### config.mk
export PLATFORM = sky130hd
export DESIGN_NAME = seg_display_sched
export DESIGN_NICKNAME = d
export VERILOG_FILES = /design/src/rtl/seg_display_sched.sv
export SDC_FILE = /design/constraint.sdc
export NUM_CORES = 1
export LEC_CHECK = 0
export CELL_PAD_IN_SITES_DETAIL_PLACEMENT = 0
export CELL_PAD_IN_SITES_GLOBAL_PLACEMENT = 2
export CORE_MARGIN = 4
export CORE_UTILIZATION = 40
export CTS_BUF_LIST = sky130_fd_sc_hd__clkbuf_8 sky130_fd_sc_hd__clkbuf_16
export DETAILED_ROUTE_END_ITERATION = 12
export PLACE_DENSITY = 0.87
export SLEW_MARGIN = 5
export SYNTH_ARGS = -nofsm -noshare
export SYNTH_HDL_FRONTEND = slang
export SYNTH_SLANG_ARGS = --single-unit
### constraint.sdc
create_clock -name clk -period 5.66 [get_ports clk]
set_input_delay 1.132 -clock clk [delete_from_list [all_inputs] [get_ports clk]]
set_output_delay 1.132 -clock clk [all_outputs]
set_load 0.005 [all_outputs]
### src/rtl/seg_display_sched.sv
// seg_display_sched
// 4-digit 7-segment scan scheduler. A clock prescaler produces digit-scan
// ticks, a sequential double-dabble turns the binary score into BCD, and a
// tick-synchronous arbiter chooses between the score and a blinking "dEAd".
// Optional feature macro: SEG_LZB_EN (leading-zero blanking in score mode).
module seg_display_sched #(
  parameter int SCAN_DIV  = 32768,
  parameter int BLINK_DIV = 256
) (
  input  logic        clk,
  input  logic        clr,
  input  logic [13:0] score,
  input  logic        score_vld,
  input  logic        p_dead,
  output logic [6:0]  seg,
  output logic [3:0]  an,
  output logic        busy
);

  localparam int SW = (SCAN_DIV  > 1) ? $clog2(SCAN_DIV)  : 1;
  localparam int BW = (BLINK_DIV > 1) ? $clog2(BLINK_DIV) : 1;

  localparam logic [6:0] SEG_BLANK = 7'b1111111;
  localparam logic [6:0] SEG_D     = 7'b0100001;
  localparam logic [6:0] SEG_E     = 7'b0000110;
  localparam logic [6:0] SEG_A     = 7'b0001000;
  localparam logic [3:0] ITERS     = 4'd14;
  localparam logic [13:0] SCORE_MAX = 14'd9999;

  // Active-low {g,f,e,d,c,b,a} pattern for one BCD digit.
  function automatic logic [6:0] bcd_to_seg(input logic [3:0] d);
    logic [6:0] s;
    case (d)
      4'd0:    s = 7'b1000000;
      4'd1:    s = 7'b1111001;
      4'd2:    s = 7'b0100100;
      4'd3:    s = 7'b0110000;
      4'd4:    s = 7'b0011001;
      4'd5:    s = 7'b0010010;
      4'd6:    s = 7'b0000010;
      4'd7:    s = 7'b1111000;
      4'd8:    s = 7'b0000000;
      4'd9:    s = 7'b0010000;
      default: s = SEG_BLANK;
    endcase
    return s;
  endfunction

  // Add 3 to every BCD nibble that is 5 or more (pre-shift correction).
  function automatic logic [15:0] dabble_adj(input logic [15:0] b);
    logic [15:0] r;
    for (int i = 0; i < 4; i++) begin
      r[i*4 +: 4] = (b[i*4 +: 4] >= 4'd5) ? b[i*4 +: 4] + 4'd3 : b[i*4 +: 4];
    end
    return r;
  endfunction

  // The display only has four digits, so anything larger saturates.
  function automatic logic [13:0] sat_score(input logic [13:0] v);
    return (v > SCORE_MAX) ? SCORE_MAX : v;
  endfunction

  // ---------------------------------------------------------------------
  // Scan prescaler
  // ---------------------------------------------------------------------
  logic [SW-1:0] scan_cnt;
  logic          scan_tick;

  assign scan_tick = (scan_cnt == SW'(SCAN_DIV - 1));

  // Free-running divider; wraps on the terminal count that raises the tick.
  always_ff @(posedge clk or posedge clr) begin
    if (clr)            scan_cnt <= '0;
    else if (scan_tick) scan_cnt <= '0;
    else                scan_cnt <= scan_cnt + 1'b1;
  end

  // ---------------------------------------------------------------------
  // Binary -> BCD conversion
  // ---------------------------------------------------------------------
  typedef enum logic {S_IDLE, S_CONV} conv_st_t;

  conv_st_t    conv_st;
  logic [13:0] bin_sr;
  logic [15:0] bcd_sr;
  logic [15:0] bcd_adj;
  logic [3:0]  iter;
  logic        pend;
  logic [13:0] pend_val;
  logic [15:0] disp_bcd;

  assign bcd_adj = dabble_adj(bcd_sr);

  // Conversion FSM: 14 shift iterations, then an atomic commit to disp_bcd.
  // A score arriving mid-conversion is parked in pend_val (newest wins) and
  // picked up at the commit edge so busy never drops between conversions.
  always_ff @(posedge clk or posedge clr) begin
    if (clr) begin
      conv_st  <= S_IDLE;
      busy     <= 1'b0;
      bin_sr   <= '0;
      bcd_sr   <= '0;
      iter     <= '0;
      pend     <= 1'b0;
      pend_val <= '0;
      disp_bcd <= '0;
    end else begin
      case (conv_st)
        S_IDLE: begin
          if (score_vld) begin
            bin_sr  <= sat_score(score);
            bcd_sr  <= '0;
            iter    <= '0;
            busy    <= 1'b1;
            conv_st <= S_CONV;
          end
        end
        S_CONV: begin
          if (iter != ITERS) begin
            bcd_sr <= {bcd_adj[14:0], bin_sr[13]};
            bin_sr <= {bin_sr[12:0], 1'b0};
            iter   <= iter + 1'b1;
            if (score_vld) begin
              pend     <= 1'b1;
              pend_val <= sat_score(score);
            end
          end else begin
            // Commit edge: publish the result, then restart or go idle.
            disp_bcd <= bcd_sr;
            bcd_sr   <= '0;
            iter     <= '0;
            if (score_vld) begin
              bin_sr <= sat_score(score);
              pend   <= 1'b0;
            end else if (pend) begin
              bin_sr <= pend_val;
              pend   <= 1'b0;
            end else begin
              busy    <= 1'b0;
              conv_st <= S_IDLE;
            end
          end
        end
        default: begin
          conv_st <= S_IDLE;
          busy    <= 1'b0;
        end
      endcase
    end
  end

  // ---------------------------------------------------------------------
  // Digit selection
  // ---------------------------------------------------------------------
  logic [1:0] dig_idx;
  logic [3:0] cur_nib;
  logic [3:0] an_pat;
  logic [6:0] dead_seg;
  logic [6:0] score_seg;

  // Per-index nibble, anode pattern and "dEAd" letter; index 0 is leftmost.
  always_comb begin
    cur_nib  = disp_bcd[15:12];
    an_pat   = 4'b0111;
    dead_seg = SEG_D;
    case (dig_idx)
      2'd0: begin cur_nib = disp_bcd[15:12]; an_pat = 4'b0111; dead_seg = SEG_D; end
      2'd1: begin cur_nib = disp_bcd[11:8];  an_pat = 4'b1011; dead_seg = SEG_E; end
      2'd2: begin cur_nib = disp_bcd[7:4];   an_pat = 4'b1101; dead_seg = SEG_A; end
      default: begin cur_nib = disp_bcd[3:0]; an_pat = 4'b1110; dead_seg = SEG_D; end
    endcase
  end

`ifdef SEG_LZB_EN
  logic lead_zero;

  // A digit is a leading zero when it and every digit to its left are 0;
  // the units digit is never blanked so a zero score still shows "0".
  always_comb begin
    lead_zero = 1'b0;
    case (dig_idx)
      2'd0:    lead_zero = (disp_bcd[15:12] == 4'd0);
      2'd1:    lead_zero = (disp_bcd[15:8]  == 8'd0);
      2'd2:    lead_zero = (disp_bcd[15:4]  == 12'd0);
      default: lead_zero = 1'b0;
    endcase
  end

  assign score_seg = lead_zero ? SEG_BLANK : bcd_to_seg(cur_nib);
`else
  assign score_seg = bcd_to_seg(cur_nib);
`endif

  // ---------------------------------------------------------------------
  // Mode arbitration and blink
  // ---------------------------------------------------------------------
  logic          dead_mode;
  logic          dead_rise;
  logic [BW-1:0] blink_cnt;
  logic          blink_wrap;
  logic          blink_on;
  logic          blink_on_nx;

  assign dead_rise  = p_dead & ~dead_mode;
  assign blink_wrap = (blink_cnt == BW'(BLINK_DIV - 1));

  // Phase that applies to the digit being registered on this tick: entering
  // dead mode always starts visible, otherwise toggle on counter wrap.
  always_comb begin
    blink_on_nx = blink_on;
    if (dead_rise)                blink_on_nx = 1'b1;
    else if (p_dead && blink_wrap) blink_on_nx = ~blink_on;
  end

  // Mode and blink state move only on scan ticks so a frame is never torn.
  always_ff @(posedge clk or posedge clr) begin
    if (clr) begin
      dead_mode <= 1'b0;
      blink_cnt <= '0;
      blink_on  <= 1'b1;
    end else if (scan_tick) begin
      dead_mode <= p_dead;
      blink_on  <= blink_on_nx;
      if (dead_rise)   blink_cnt <= '0;
      else if (p_dead) blink_cnt <= blink_wrap ? '0 : blink_cnt + 1'b1;
    end
  end

  // ---------------------------------------------------------------------
  // Scan output registers
  // ---------------------------------------------------------------------
  // Register the current digit and step the index on every tick; p_dead is
  // used directly so a mode change takes effect on the same tick.
  always_ff @(posedge clk or posedge clr) begin
    if (clr) begin
      dig_idx <= 2'd0;
      seg     <= SEG_BLANK;
      an      <= 4'b1111;
    end else if (scan_tick) begin
      dig_idx <= dig_idx + 2'd1;
      if (p_dead) begin
        seg <= blink_on_nx ? dead_seg : SEG_BLANK;
        an  <= blink_on_nx ? an_pat   : 4'b1111;
      end else begin
        seg <= score_seg;
        an  <= an_pat;
      end
    end
  end

endmodule

Yosys cells after proc, flatten, opt, wreduce, memory -nomap -nowiden
Memories as Yosys holds them, arrays and structs flattened. Index checks and enable logic that the tools add are counted.

Bits in registers: 105. Bits in latches: 0. RAM bits: 0. ROM bits: 112. Bits of input ports: 18. Output and inout bits: 12. Memories: 1.

$add $sub $neg: 8. $mul: 0. Div/mod/pow operators: 0. Order comparisons: 5. Eq/ne operators: 11. Shift operators: 0. Multiplexer cells: 40. Bitwise gates (word level): 5. Reduce and logical (&&, ||, !) cells: 9.

Memories: (no name shown) (words 16, bits a word 7, read ports 1, clocked after memory_dff 0, write ports 0, RTL line 33) `case (d)`.

Operator list (number): $mux 14 (5); $mux 16 (2); $pmux 16 s2 (1); $mux 4 (7); $pmux 14 s2 (1); $mux 8 (3); $pmux 4 s3 (2); $ge 4x3->1 const B (4); $add 15x1->15 const B (1); $eq 15x15->1 const B (1); $mux 15 (1); $gt 14x14->1 const B (1); $mux 7 (2); $add 4x2->4 const B (3); $pmux 6 s2 (1); $mux 1 (11); $ne 2x2->1 const B (5); $add 8x1->8 const B (1); $eq 8x8->1 const B (1); $pmux 4 s2 (1); $reduce_and 2->1 (4); $add 4x1->4 const B (1); $ne 4x2->1 const B (1); $ne 4x4->1 const B (1); other kinds (13) (17).

Logic depth before layout (Yosys ltp)
Word-level depth: 6. Depth in mapped cells: 9.

Worst setup path after synthesis
OpenSTA, ideal clock, no wires.

Path type: input to register. Start point: in score[6]. End point: reg bin_sr[1]. Setup time: 0.126 ns. Data arrival time: 2.524 ns. Data required time: 5.534 ns. Setup slack: 3.010 ns. Cell stages on the path: 6. Path buffers: 1. Cells stage by stage: or4_1 a211oi_2 or2b_2 buf_6 a31oi_1 a221o_1.

Word-level cells in the longest chain between the ends: 5.

RTL lines: from (decl) (RTL line 12) `input logic [13:0] score,`; $gt 14x14->1 * (RTL line 60) `return (v > SCORE_MAX) ? SCORE_MAX : v;`; $mux 14 * (RTL line 60); $mux 14 (RTL line 132) `if (score_vld) begin`; $mux 14 (RTL line 119) `if (iter != ITERS) begin`; $pmux 14 s2 * (RTL line 108) `case (conv_st)`; to (signal assigned) (RTL line 111) `bin_sr <= sat_score(score);`; to (signal assigned) (RTL line 121) `bin_sr <= {bin_sr[12:0], 1'b0};`; to (signal assigned) (RTL line 133) `bin_sr <= sat_score(score);`; to (decl) (RTL line 84) `logic [13:0] bin_sr;`.

Mark *: on every way between the ends. The rest lies on a longest branch, timed or not. The select of a mux whose other input is x is not followed. A chain may end at the register's enable or synchronous reset.

Worst setup path after layout
Start point: in score_vld. End point: reg iter[3].

Word-level cells in the longest chain between the ends: 1.

RTL lines: from (decl) (RTL line 13) `input logic score_vld,`; $ne 2x2->1 (no line); to (signal assigned) (RTL line 122) `iter <= iter + 1'b1;`; to (decl) (RTL line 87) `logic [3:0] iter;`.

No other way between the ends.

==> metrics.txt <==
Buffers on Ports 29; Max-cap violations 0; Die W 123.9 um; total grt overflow 0; status finished, final reports clean; CTS HTree Levels 3; Post-Route WL 11850 um; # fillers around 1300; Pwr per Cell Area just under 400 nW/um2; final slew viol count 0; Data arrival, critical path 3.93 ns; Syn Nets between 600 and 700; sw frac ~33%; post-DP HPWL 8441 um; Area growth, synth to finish 13.81%; post-CTS resize count 0; final std cells w/o fill 777; FFs w/ async S/R, synth 100.0%; core area 13190 um2; Yosys top cell by area dfrtp_1; pin count of the biggest net entering global routing 80; number of synthesis warnings 0; Clk Latency, worst-skew pair 0.35 ns; clk_skew around 0.0066 ns; Syn Area/Cell 9.314 um2; CTS Sinks 105; Post-synth EDFFs 0; Net Switching just under 800 uW; Top FF cell, synth dfrtp_1; die span in y 123.9 um; post-synthesis instance area approximately 5400 um2; Placed Cells 762; post-synth top area share a little over two fifths; vias in the first global route 4242; First DRT Iteration DRCs 272; Tot GR Track Use roughly 17%; # diodes 0; row count 42; nature of the critical path startpoint input port; Clock Power Share 27.1%; DRT Pass-1 Iters 4; Ports 30; crit share post-route approximately 65%; CP endpoint kind flop; most common cell in the synthesized netlist dfrtp_1; combinational power share between 20% and 30%; top cells by count, synth dfrtp_1, nand2_1, o21ai_0; sequential area share after synthesis 49.17%; gpl congestion approximately 0.75; area of the multi-input gates about 2500 um2; Yosys cell types 52; Post-CTS Hold Buffers 0; Final Hold Fails 0; Initial Util 40.74%; min Tclk post-route around 3.7 ns; Die ar. 15350 um2; FF+latch count, synth 105; RSZ-0062 raised after global routing no; HP Class reg2reg; WP data required around 5.9 ns; CTS Buf Count 9; initial antenna violation count 0; Post-CTS Setup Inserts 0; first-pass GRT wire length 20280 um; Clock Tree Buf Depth 2; utilization after layout 46.37%; CTS tree yes; fraction of layout instances using a drive strength above 1 ~8.5%; Cell Int Power 1586 uW; Slew headroom between 30% and 40%; drt drc 0; Setup violations, final 0; critical path class in2reg; VDD IR max 252.0 uV; DR vias/cell 5.305; leakage power 0.002684 uW; Worst R2R Setup Slack 2.72 ns; Max FO, Critical Path 27; nets@finish 639; Clk pin slew, worst setup/hold paths about 0.07 ns; Cells after Synth 577; Vias 4122; Post-DRT Antenna Nets 0; Reg power frac 45.9%; clk root buf clkbuf_16; FMAX approximately 270 MHz; top cells by area, synth dfrtp_1, o21ai_0, dfstp_2; Fin Setup TNS 0 ns; Sequential Area 2643 um2; Least-Margin Pin Slew 0.9779 ns; Routed WL per cell 15.25 um
routing by layer:
metal / track usage, % / up-vias / part of all wire, %
met1: 22.04 / 2012 / 49
met2: 27.58 / 35 / 49
met3: 4.223 / 7 / 2.1
met4: 3.080 / 0 / 0.73
li1: - / 2068 / -
met5: 0 / - / 0
area by class of cell:
type	instances	share of cell area, %
flip-flops and latches	105	43.21
clock buffers	11	4.133
multi-input cells	420	41.26
well taps	176	3.601
repair buffers	32	5.115
clock inverters	4	0.8592
inverters	29	1.821
power groups by stage:
stage               clock [uW]  combinational [uW]  sequential [uW]
finish                     638                 635             1080
global route               685                 738             1100
CTS                        658                 644             1080
detailed placement           0                 641             1090
global placement             0                 614             1080
floorplan                    0                 506             1040
layout by cell type, fill, tap and decap left out, drive strengths merged, types with 9 or more instances in the layout:
| master | synthesis | routed |
|---|---|---|
| a31oi | 14 | 14 |
| a21oi | 23 | 23 |
| dfrtp | 93 | 93 |
| xnor2 | 9 | 9 |
| nand3 | 19 | 19 |
| nand2 | 85 | 85 |
| clkbuf | 18 | 11 |
| dfstp | 12 | 12 |
| o21ai | 83 | 83 |
| ha | 24 | 24 |
| nor2 | 48 | 48 |
| mux2 | 11 | 11 |
| inv | 28 | 28 |
| clkdlybuf4s50 | 0 | 29 |
registers in the layout, summed over array words and instances (netlist names):
name / flops
seg: 7
pend_val: 14
iter: 4
blink_on: 1
busy: 1
scan_cnt: 15
blink_cnt: 8
an: 4
dig_idx: 2
pend: 1
bin_sr: 14
conv_st: 1
dead_mode: 1
disp_bcd: 16
bcd_sr: 16
critical path: stages:
cell and delay [ns]:
clkdlybuf4s50_1 0.76, clkinv_1 0.45, ha_1 0.64, nor2_1 0.62, nand4_1 0.15, o21ai_0 0.15
metrics by stage:
stage | hold WS, ns | total power, uW | area, um2 | setup slack, ns
after floorplan | 0.4493 | 1546 | 5374 | 1.787
after global placement | 0.4615 | 1699 | 5811 | 1.741
after detailed placement | 0.4730 | 1733 | 5811 | 1.619
after CTS | 0.4893 | 2382 | 6116 | 1.970
after global routing | 0.5099 | 2528 | 6116 | 1.675
final | 0.4846 | 2355 | 6116 | 1.997
final timing paths:
check	start	to	depth (start not counted)
worst max-delay path	score_vld	iter[3]$_DFFE_PP0P_	6
worst min-delay path	seg[5]$_DFFE_PP1N_	seg[5]$_DFFE_PP1N_	2
worst max register to register	conv_st$_DFF_PP0_	bin_sr[3]$_DFFE_PP0P_	5
worst min register to register	seg[5]$_DFFE_PP1N_	seg[5]$_DFFE_PP1N_	2
max in group asynchronous	clr	seg[1]$_DFFE_PP1N_	3
min in group asynchronous	clr	blink_cnt[0]$_DFFE_PP0P_	2
kinds of logic (layout without fill, tap and decap cells):
kind of cell,count (synthesis),after routing,share of synthesized area [%]
AO/OA/AOI/OAI,163,163,18.25
XOR/XNOR,16,16,2.608
adder cells (fa/ha/maj),24,24,5.588
buffers and inverters,52,76,3.865
flip-flops,105,105,49.17
multiplexers,15,15,3.050
AND/OR/NAND/NOR,202,202,17.46
No activity file was read; power rests on OpenSTA's default activity.
